`src/rtl/clock_ctrl_pkg.sv`:
```
// Purpose: shared types and default widths for the CPU run-control sequencer.
// Latency: n/a (types and constants only).
// Backpressure: n/a.
package clock_ctrl_pkg;

    localparam int BURST_W_DEF = 16;
    localparam int CNT_W_DEF   = 32;

    typedef enum logic [2:0] {
        IDLE   = 3'd0,
        RUN    = 3'd1,
        STEP   = 3'd2,
        BURST  = 3'd3,
        HALTED = 3'd4
    } ctrl_state_t;

endpackage

```
`src/rtl/clock_ctrl_if.sv`:
```
// Purpose: request/status bundle between a run-control master and the sequencer.
// Latency: n/a (wires only).
// Backpressure: none; requests are level-sampled on each clock edge.
// Ports: run/halt/step/burst requests, burst_len, cpu_halt, clear_halt (master -> slave);
//        cpu_en, busy, done, halted, cycle_count (slave -> master).
interface clock_ctrl_if
    import clock_ctrl_pkg::*;
#(
    parameter int BURST_W = BURST_W_DEF,
    parameter int CNT_W   = CNT_W_DEF
);
    logic               run_req;
    logic               halt_req;
    logic               step_req;
    logic               burst_req;
    logic [BURST_W-1:0] burst_len;
    logic               cpu_halt;
    logic               clear_halt;
    logic               cpu_en;
    logic               busy;
    logic               done;
    logic               halted;
    logic [CNT_W-1:0]   cycle_count;

    modport master (
        output run_req, halt_req, step_req, burst_req, burst_len, cpu_halt, clear_halt,
        input  cpu_en, busy, done, halted, cycle_count
    );

    modport slave (
        input  run_req, halt_req, step_req, burst_req, burst_len, cpu_halt, clear_halt,
        output cpu_en, busy, done, halted, cycle_count
    );
endinterface

```
`src/rtl/clock_ctrl_sat_counter.sv`:
```
// Purpose: enable-gated up-counter that sticks at all-ones instead of wrapping.
// Latency: count reflects an enable one edge after it is sampled.
// Backpressure: none; en is honoured every cycle.
// Ports: clk, rst (async, active-high), en (count this edge), cnt (current value).
module sat_counter #(
    parameter int W = 32
) (
    input  logic         clk,
    input  logic         rst,
    input  logic         en,
    output logic [W-1:0] cnt
);
    logic [W-1:0] cnt_q;
    logic [W-1:0] cnt_d;

    always_comb begin
        cnt_d = cnt_q;
        if (en && (cnt_q != {W{1'b1}})) begin
            cnt_d = cnt_q + W'(1);
        end
    end

    always_ff @(posedge clk or posedge rst) begin
        if (rst) begin
            cnt_q <= '0;
        end else begin
            cnt_q <= cnt_d;
        end
    end

    assign cnt = cnt_q;
endmodule

```
`src/rtl/clock_ctrl.sv`:
```
// Purpose: turns run/halt/step/burst requests and core halts into a per-cycle cpu_en.
// Latency: request sampled at edge N changes state at N; cpu_en is high from N to N+1.
// Backpressure: none; requests not legal in the current state are dropped, not queued.
// Ports: clk, rst (async, active-high), bus (clock_ctrl_if.slave: requests in,
//        cpu_en/busy/done/halted/cycle_count out).
module clock_ctrl
    import clock_ctrl_pkg::*;
#(
    parameter int BURST_W = BURST_W_DEF,
    parameter int CNT_W   = CNT_W_DEF
) (
    input  logic         clk,
    input  logic         rst,
    clock_ctrl_if.slave  bus
);
    ctrl_state_t        state_q, state_d;
    logic [BURST_W-1:0] rem_q, rem_d;
    logic               done_q, done_d;
    logic               cpu_en_q, cpu_en_d;
    logic               halted_q, halted_d;
    logic [CNT_W-1:0]   cycle_cnt;

    always_comb begin
        state_d = state_q;
        rem_d   = rem_q;
        done_d  = 1'b0;
        case (state_q)
            IDLE: begin
                if (bus.cpu_halt) begin
                    state_d = HALTED;
                end else if (bus.halt_req) begin
                    // halt_req outranks lower-priority starts arriving on the same edge
                    state_d = IDLE;
                end else if (bus.run_req) begin
                    state_d = RUN;
                end else if (bus.step_req) begin
                    state_d = STEP;
                end else if (bus.burst_req && (bus.burst_len != '0)) begin
                    state_d = BURST;
                    rem_d   = bus.burst_len;
                end
            end
            RUN: begin
                if (bus.cpu_halt) begin
                    state_d = HALTED;
                end else if (bus.halt_req) begin
                    state_d = IDLE;
                end
            end
            STEP: begin
                state_d = IDLE;
                if (!bus.cpu_halt && !bus.halt_req) begin
                    done_d = 1'b1;
                end else if (bus.cpu_halt) begin
                    state_d = HALTED;
                end
            end
            BURST: begin
                if (bus.cpu_halt) begin
                    state_d = HALTED;
                    rem_d   = '0;
                end else if (bus.halt_req) begin
                    state_d = IDLE;
                    rem_d   = '0;
                end else if (rem_q <= BURST_W'(1)) begin
                    // rem_q counts enabled cycles still owed including this one
                    state_d = IDLE;
                    rem_d   = '0;
                    done_d  = 1'b1;
                end else begin
                    rem_d = rem_q - BURST_W'(1);
                end
            end
            HALTED: begin
                if (bus.clear_halt) begin
                    state_d = IDLE;
                end
            end
            default: begin
                state_d = IDLE;
                rem_d   = '0;
            end
        endcase

        // Status outputs are registered copies of the next-state decode, so they
        // always match the state register and carry no input-to-output path.
        cpu_en_d = (state_d == RUN) || (state_d == STEP) || (state_d == BURST);
        halted_d = (state_d == HALTED);
    end

    always_ff @(posedge clk or posedge rst) begin
        if (rst) begin
            state_q  <= IDLE;
            rem_q    <= '0;
            done_q   <= 1'b0;
            cpu_en_q <= 1'b0;
            halted_q <= 1'b0;
        end else begin
            state_q  <= state_d;
            rem_q    <= rem_d;
            done_q   <= done_d;
            cpu_en_q <= cpu_en_d;
            halted_q <= halted_d;
        end
    end

    // Counts edges at which the core was enabled, i.e. cycles it actually executed.
    sat_counter #(.W(CNT_W)) u_cycle_cnt (
        .clk (clk),
        .rst (rst),
        .en  (cpu_en_q),
        .cnt (cycle_cnt)
    );

    assign bus.cpu_en      = cpu_en_q;
    assign bus.busy        = cpu_en_q;
    assign bus.done        = done_q;
    assign bus.halted      = halted_q;
    assign bus.cycle_count = cycle_cnt;
endmodule
```
`src/flat_wrapper.sv`:
```
// flat-port wrapper written by rule: the top's interface ports become plain ports
module clock_ctrl_flat import clock_ctrl_pkg::*;
#(
    parameter int BURST_W = BURST_W_DEF,
    parameter int CNT_W   = CNT_W_DEF
)
  (clk, rst, bus_run_req, bus_halt_req, bus_step_req, bus_burst_req, bus_burst_len, bus_cpu_halt, bus_clear_halt, bus_cpu_en, bus_busy, bus_done, bus_halted, bus_cycle_count);
  clock_ctrl_if #(.BURST_W(BURST_W), .CNT_W(CNT_W)) bus_i ();
  input  logic clk;
  input  logic rst;
  input wire logic [$bits(bus_i.run_req)-1:0] bus_run_req;
  input wire logic [$bits(bus_i.halt_req)-1:0] bus_halt_req;
  input wire logic [$bits(bus_i.step_req)-1:0] bus_step_req;
  input wire logic [$bits(bus_i.burst_req)-1:0] bus_burst_req;
  input wire logic [$bits(bus_i.burst_len)-1:0] bus_burst_len;
  input wire logic [$bits(bus_i.cpu_halt)-1:0] bus_cpu_halt;
  input wire logic [$bits(bus_i.clear_halt)-1:0] bus_clear_halt;
  output wire logic [$bits(bus_i.cpu_en)-1:0] bus_cpu_en;
  output wire logic [$bits(bus_i.busy)-1:0] bus_busy;
  output wire logic [$bits(bus_i.done)-1:0] bus_done;
  output wire logic [$bits(bus_i.halted)-1:0] bus_halted;
  output wire logic [$bits(bus_i.cycle_count)-1:0] bus_cycle_count;
  assign bus_i.run_req = bus_run_req;
  assign bus_i.halt_req = bus_halt_req;
  assign bus_i.step_req = bus_step_req;
  assign bus_i.burst_req = bus_burst_req;
  assign bus_i.burst_len = bus_burst_len;
  assign bus_i.cpu_halt = bus_cpu_halt;
  assign bus_i.clear_halt = bus_clear_halt;
  assign bus_cpu_en = bus_i.cpu_en;
  assign bus_busy = bus_i.busy;
  assign bus_done = bus_i.done;
  assign bus_halted = bus_i.halted;
  assign bus_cycle_count = bus_i.cycle_count;
  clock_ctrl #(.BURST_W(BURST_W), .CNT_W(CNT_W)) u_core (.clk(clk), .rst(rst), .bus(bus_i));
endmodule
```
`config.mk`:
```
export PLATFORM = sky130hd
export DESIGN_NAME = clock_ctrl_flat
export DESIGN_NICKNAME = d
export VERILOG_FILES = /design/src/rtl/clock_ctrl_pkg.sv /design/src/rtl/clock_ctrl_if.sv /design/src/rtl/clock_ctrl_sat_counter.sv /design/src/rtl/clock_ctrl.sv /design/src/flat_wrapper.sv
export SDC_FILE = /design/constraint.sdc
export NUM_CORES = 1
export LEC_CHECK = 0
export CORE_UTILIZATION = 51
export DETAILED_ROUTE_END_ITERATION = 8
export PLACE_DENSITY = 0.8
export RECOVER_POWER = 25
export REMOVE_ABC_BUFFERS = 1
export SYNTH_ARGS = -nofsm -noshare
export SYNTH_HDL_FRONTEND = slang
export SYNTH_SLANG_ARGS = --single-unit
```
`constraint.sdc`:
```
create_clock -name clk -period 2.5 [get_ports clk]
set_clock_uncertainty 0.15 [all_clocks]
set_input_delay 0.25 -clock clk [delete_from_list [all_inputs] [get_ports clk]]
set_output_delay 0.25 -clock clk [all_outputs]
set_load 0.02 [all_outputs]
```
==> results.py <==
metrics = {
    "power": {
        "power.leakage_nw": 1.56,
        "power_density_mw_per_mm2": 605,
        "ir_worst_vdd_uv": 337,
        "p_total_w": 0.00223,
    },
    "floorplanning": {
        "coreArea_mm2": 0.00551,
        "start_util_pct": 52.7,
        "ioPinCount": 60,
        "die_area_mm2": 0.00600,
        "fp.dieW_um": 77.5,
        "die_height_um": 77.5,
        "floorplan.rows": 27,
    },
    "logic_synthesis": {
        "synth.distinct_cells": 51,
        "synth_mux_area_share_pct": 1.90,
        "synth_fa_ha_area_share_pct": 1.64,
        "syn_inst": 292,
        "syn_avg_cell_area_um2": 9.95,
        "synth.ff_latch_count": 54,
        "post_synth_instance_area_mm2": 0.00290,
        "synthSimpleGateAreaFrac_pct": 24.5,
        "yosys_warnings": 0,
        "async_reset_ff_share_pct": 100,
        "ys.flop_type": "dfrtp_1",
        "synth_compound_area_share_pct": 12.4,
        "synthXorXnorAreaFrac_pct": 9.05,
        "synth_edf_count": 0,
        "ys_seq_area_share_pct": 46.5,
        "synth_top_family_by_area": "simple AND/OR/NAND/NOR gates",
    },
    "cts": {
        "tritoncts": "built",
        "cts_inserted_buffers": 5,
        "ctsHoldBuffers": 0,
        "cts-htree-levels": 2,
        "post_cts_buffers": 0,
        "root_buffer": "clkbuf_8",
        "clkLatencyLatePin_ns": 0.31,
        "cts.clk_slew.worst_paths_ns": 0.09,
        "clock_sinks": 54,
        "ctsLongestPathBuffers": 2,
        "post_cts_resized": 0,
    },
    "global_routing": {
        "grt_usage_pct": 22.6,
        "grt_pass1_wl_mm": 10.8,
        "overflow": 0,
        "grt_max_degree": 33,
        "grt_pass1_vias": 2342,
        "antenna_found_initial": 0,
    },
    "worst_setup_path": {
        "cp.required_ns": 2.55,
        "crit_fanout": 14,
        "worstPathArrival_ns": 2.33,
        "cp-end-kind": "flop",
        "critical_path_class": "flop to flop",
        "critPathLaunchType": "flop",
    },
    "route": {
        "routed_via_density": 5.86,
        "wl_met3_um": 295,
        "met1_length_mm": 2.81,
        "top_layer_used": "met4",
        "firstDrtPassIters": 4,
        "vias": 2518,
        "routedWlPerCell_um": 14.8,
        "drtAntennaViolNets": 0,
        "wl_mm": 6.37,
        "drcViolationCount": 0,
        "dr_wl_met2_mm": 3.18,
        "drtIter0Drc": 144,
    },
    "timing": {
        "final-hold-violation-count": 0,
        "rsz0062_at_grt": "no",
        "relSlewSlack_pct": 41.8,
        "tightest_slew_ns": 0.872,
        "setup-tns-final_ns": 0,
        "slew_violations": 0,
        "finalCritPeriodShare_pct": 91.5,
        "hold-worst-slack_ns": 0.348,
        "timing.final.crit_period_ns": 2.29,
        "setup_viol": 0,
        "fmax_mhz": 437,
    },
    "placement": {
        "dp_hpwl_mm": 4.72,
        "port-buffer-count": 59,
        "gp_congestion": 0.848,
    },
    "hold_path": {
        "hold_class": "flop to flop",
    },
    "cells_and_area": {
        "diodes": 0,
        "layout-drive-gt1-share_pct": 6.98,
        "fillers": 464,
        "final_net_count": 384,
        "syn2layout_area_growth_pct": 27.1,
    },
    "run": {
        "max_cap_viol_count": 0,
    },
    "outcome": {
        "status": "complete, no violations",
    },
}
==> synth_stat cells (all sizes together), types with 4 or more instances <==
cell type / number / area, µm²
nand3: 22 / 110
nand4: 11 / 68.8
inv: 15 / 56.3
mux2: 4 / 45.0
and2: 9 / 56.3
a21oi: 11 / 58.8
nor3: 9 / 50.1
and3: 11 / 68.8
buf: 6 / 47.5
a22oi: 4 / 30.0
xnor2: 28 / 245
nand2: 27 / 101
dfrtp: 54 / 1350
and4: 5 / 45.0
or3: 6 / 37.5
nor4: 10 / 92.6
o22ai: 5 / 31.3
nor2: 11 / 41.3
==> metrics by stage <==
stage / utilization (%) / area, µm² / setup slack, ns / cells
2_1_floorplan: - / 2850 / 0.236 / 283
3_3_place_gp: 65.3 / 3600 / 0.158 / 422
3_5_place_dp: 65.3 / 3600 / 0.116 / 422
4_1_cts: 67.3 / 3700 / 0.236 / 430
5_1_grt: 67.0 / 3690 / 0.0784 / 430
6_report: 67.0 / 3690 / 0.212 / 430
==> metal layers <==
layer,global-route usage (%),up-vias
met1,28.4,1224
met2,39.1,83
met5,0,-
met3,3.65,8
li1,-,1203
met4,8.11,0
==> cell usage in the layout, fill, tap and decap left out, types with 3 or more instances in the layout <==
cell type and n:
o22ai_1 5, a32oi_1 3, clkbuf_8 5, inv_1 15, o21ai_0 3, a22oi_1 4, nor4_1 8, dfrtp_1 54
o211ai_1 3, or3_1 6, and3_1 11, nor2_1 11, clkdlybuf4s50_1 58, nand2_1 27, and2_1 9, xnor2_1 28
and4_1 4, mux2_2 4, a21oi_1 10, nand3_1 22, nor3_1 8, buf_4 7, nand4_1 11, ha_1 3
==> worst paths after layout <==
check                                           start                    endpoint  slack [ns]  cells past startpoint
hold reg to reg            u_core.u_cycle_cnt.cnt[21]  u_core.u_cycle_cnt.cnt[21]        0.35                      1
hold / removal             u_core.u_cycle_cnt.cnt[21]  u_core.u_cycle_cnt.cnt[21]        0.35                      1
setup reg to reg                     u_core.rem_q[12]             u_core.rem_q[7]        0.21                      5
max in group asynchronous                         rst  u_core.u_cycle_cnt.cnt[15]        0.52                      3
min in group asynchronous                         rst             u_core.rem_q[6]        0.41                      2
setup / recovery                     u_core.rem_q[12]             u_core.rem_q[7]        0.21                      5
==> state kept, by name, indices dropped and copies added, names as in the netlist <==
name	flops
u_core.state_q	3
u_core.bus.busy	1
u_core.u_cycle_cnt.cnt	32
u_core.rem_q	16
u_core.bus.done	1
u_core.bus.halted	1
==> critical path: stages (launching register included) <==
cell and delay (ns):
dfrtp_1 0.42, nor4_1 0.42, and4_2 0.34, a21bo_1 0.39, o22ai_1 0.15, a211o_1 0.31
==> area by class of cell <==
| class | count | area, µm² | share of cell area [%] |
|---|---|---|---|
| clock buffers | 7 | 76.3 | 2.07 |
| clock inverters | 1 | 30.0 | 0.814 |
| inverters | 15 | 56.3 | 1.53 |
| multi-input cells | 214 | 1440 | 39.0 |
| flip-flops and latches | 54 | 1350 | 36.6 |
| well taps | 72 | 90.1 | 2.44 |
| repair buffers | 67 | 648 | 17.6 |
==> cell families (layout without fill, tap and decap cells) <==
| kind of cell | after synthesis | after routing |
|---|---|---|
| flops | 54 | 54 |
| mux | 5 | 5 |
| xor+xnor | 30 | 30 |
| buf+inv | 24 | 90 |
| compound gates | 49 | 49 |
| simple gates | 126 | 126 |
| fa+ha+maj | 4 | 4 |
==> report_power, final <==
group	internal, W	switching [W]	total (W)	leakage (nW)
clock	0.000300	0.000279	0.000580	0.0524
combinational	0.000261	0.000281	0.000542	0.782
sequential	0.000978	0.000134	0.00111	0.728
Power figures use the tool's default switching activity.
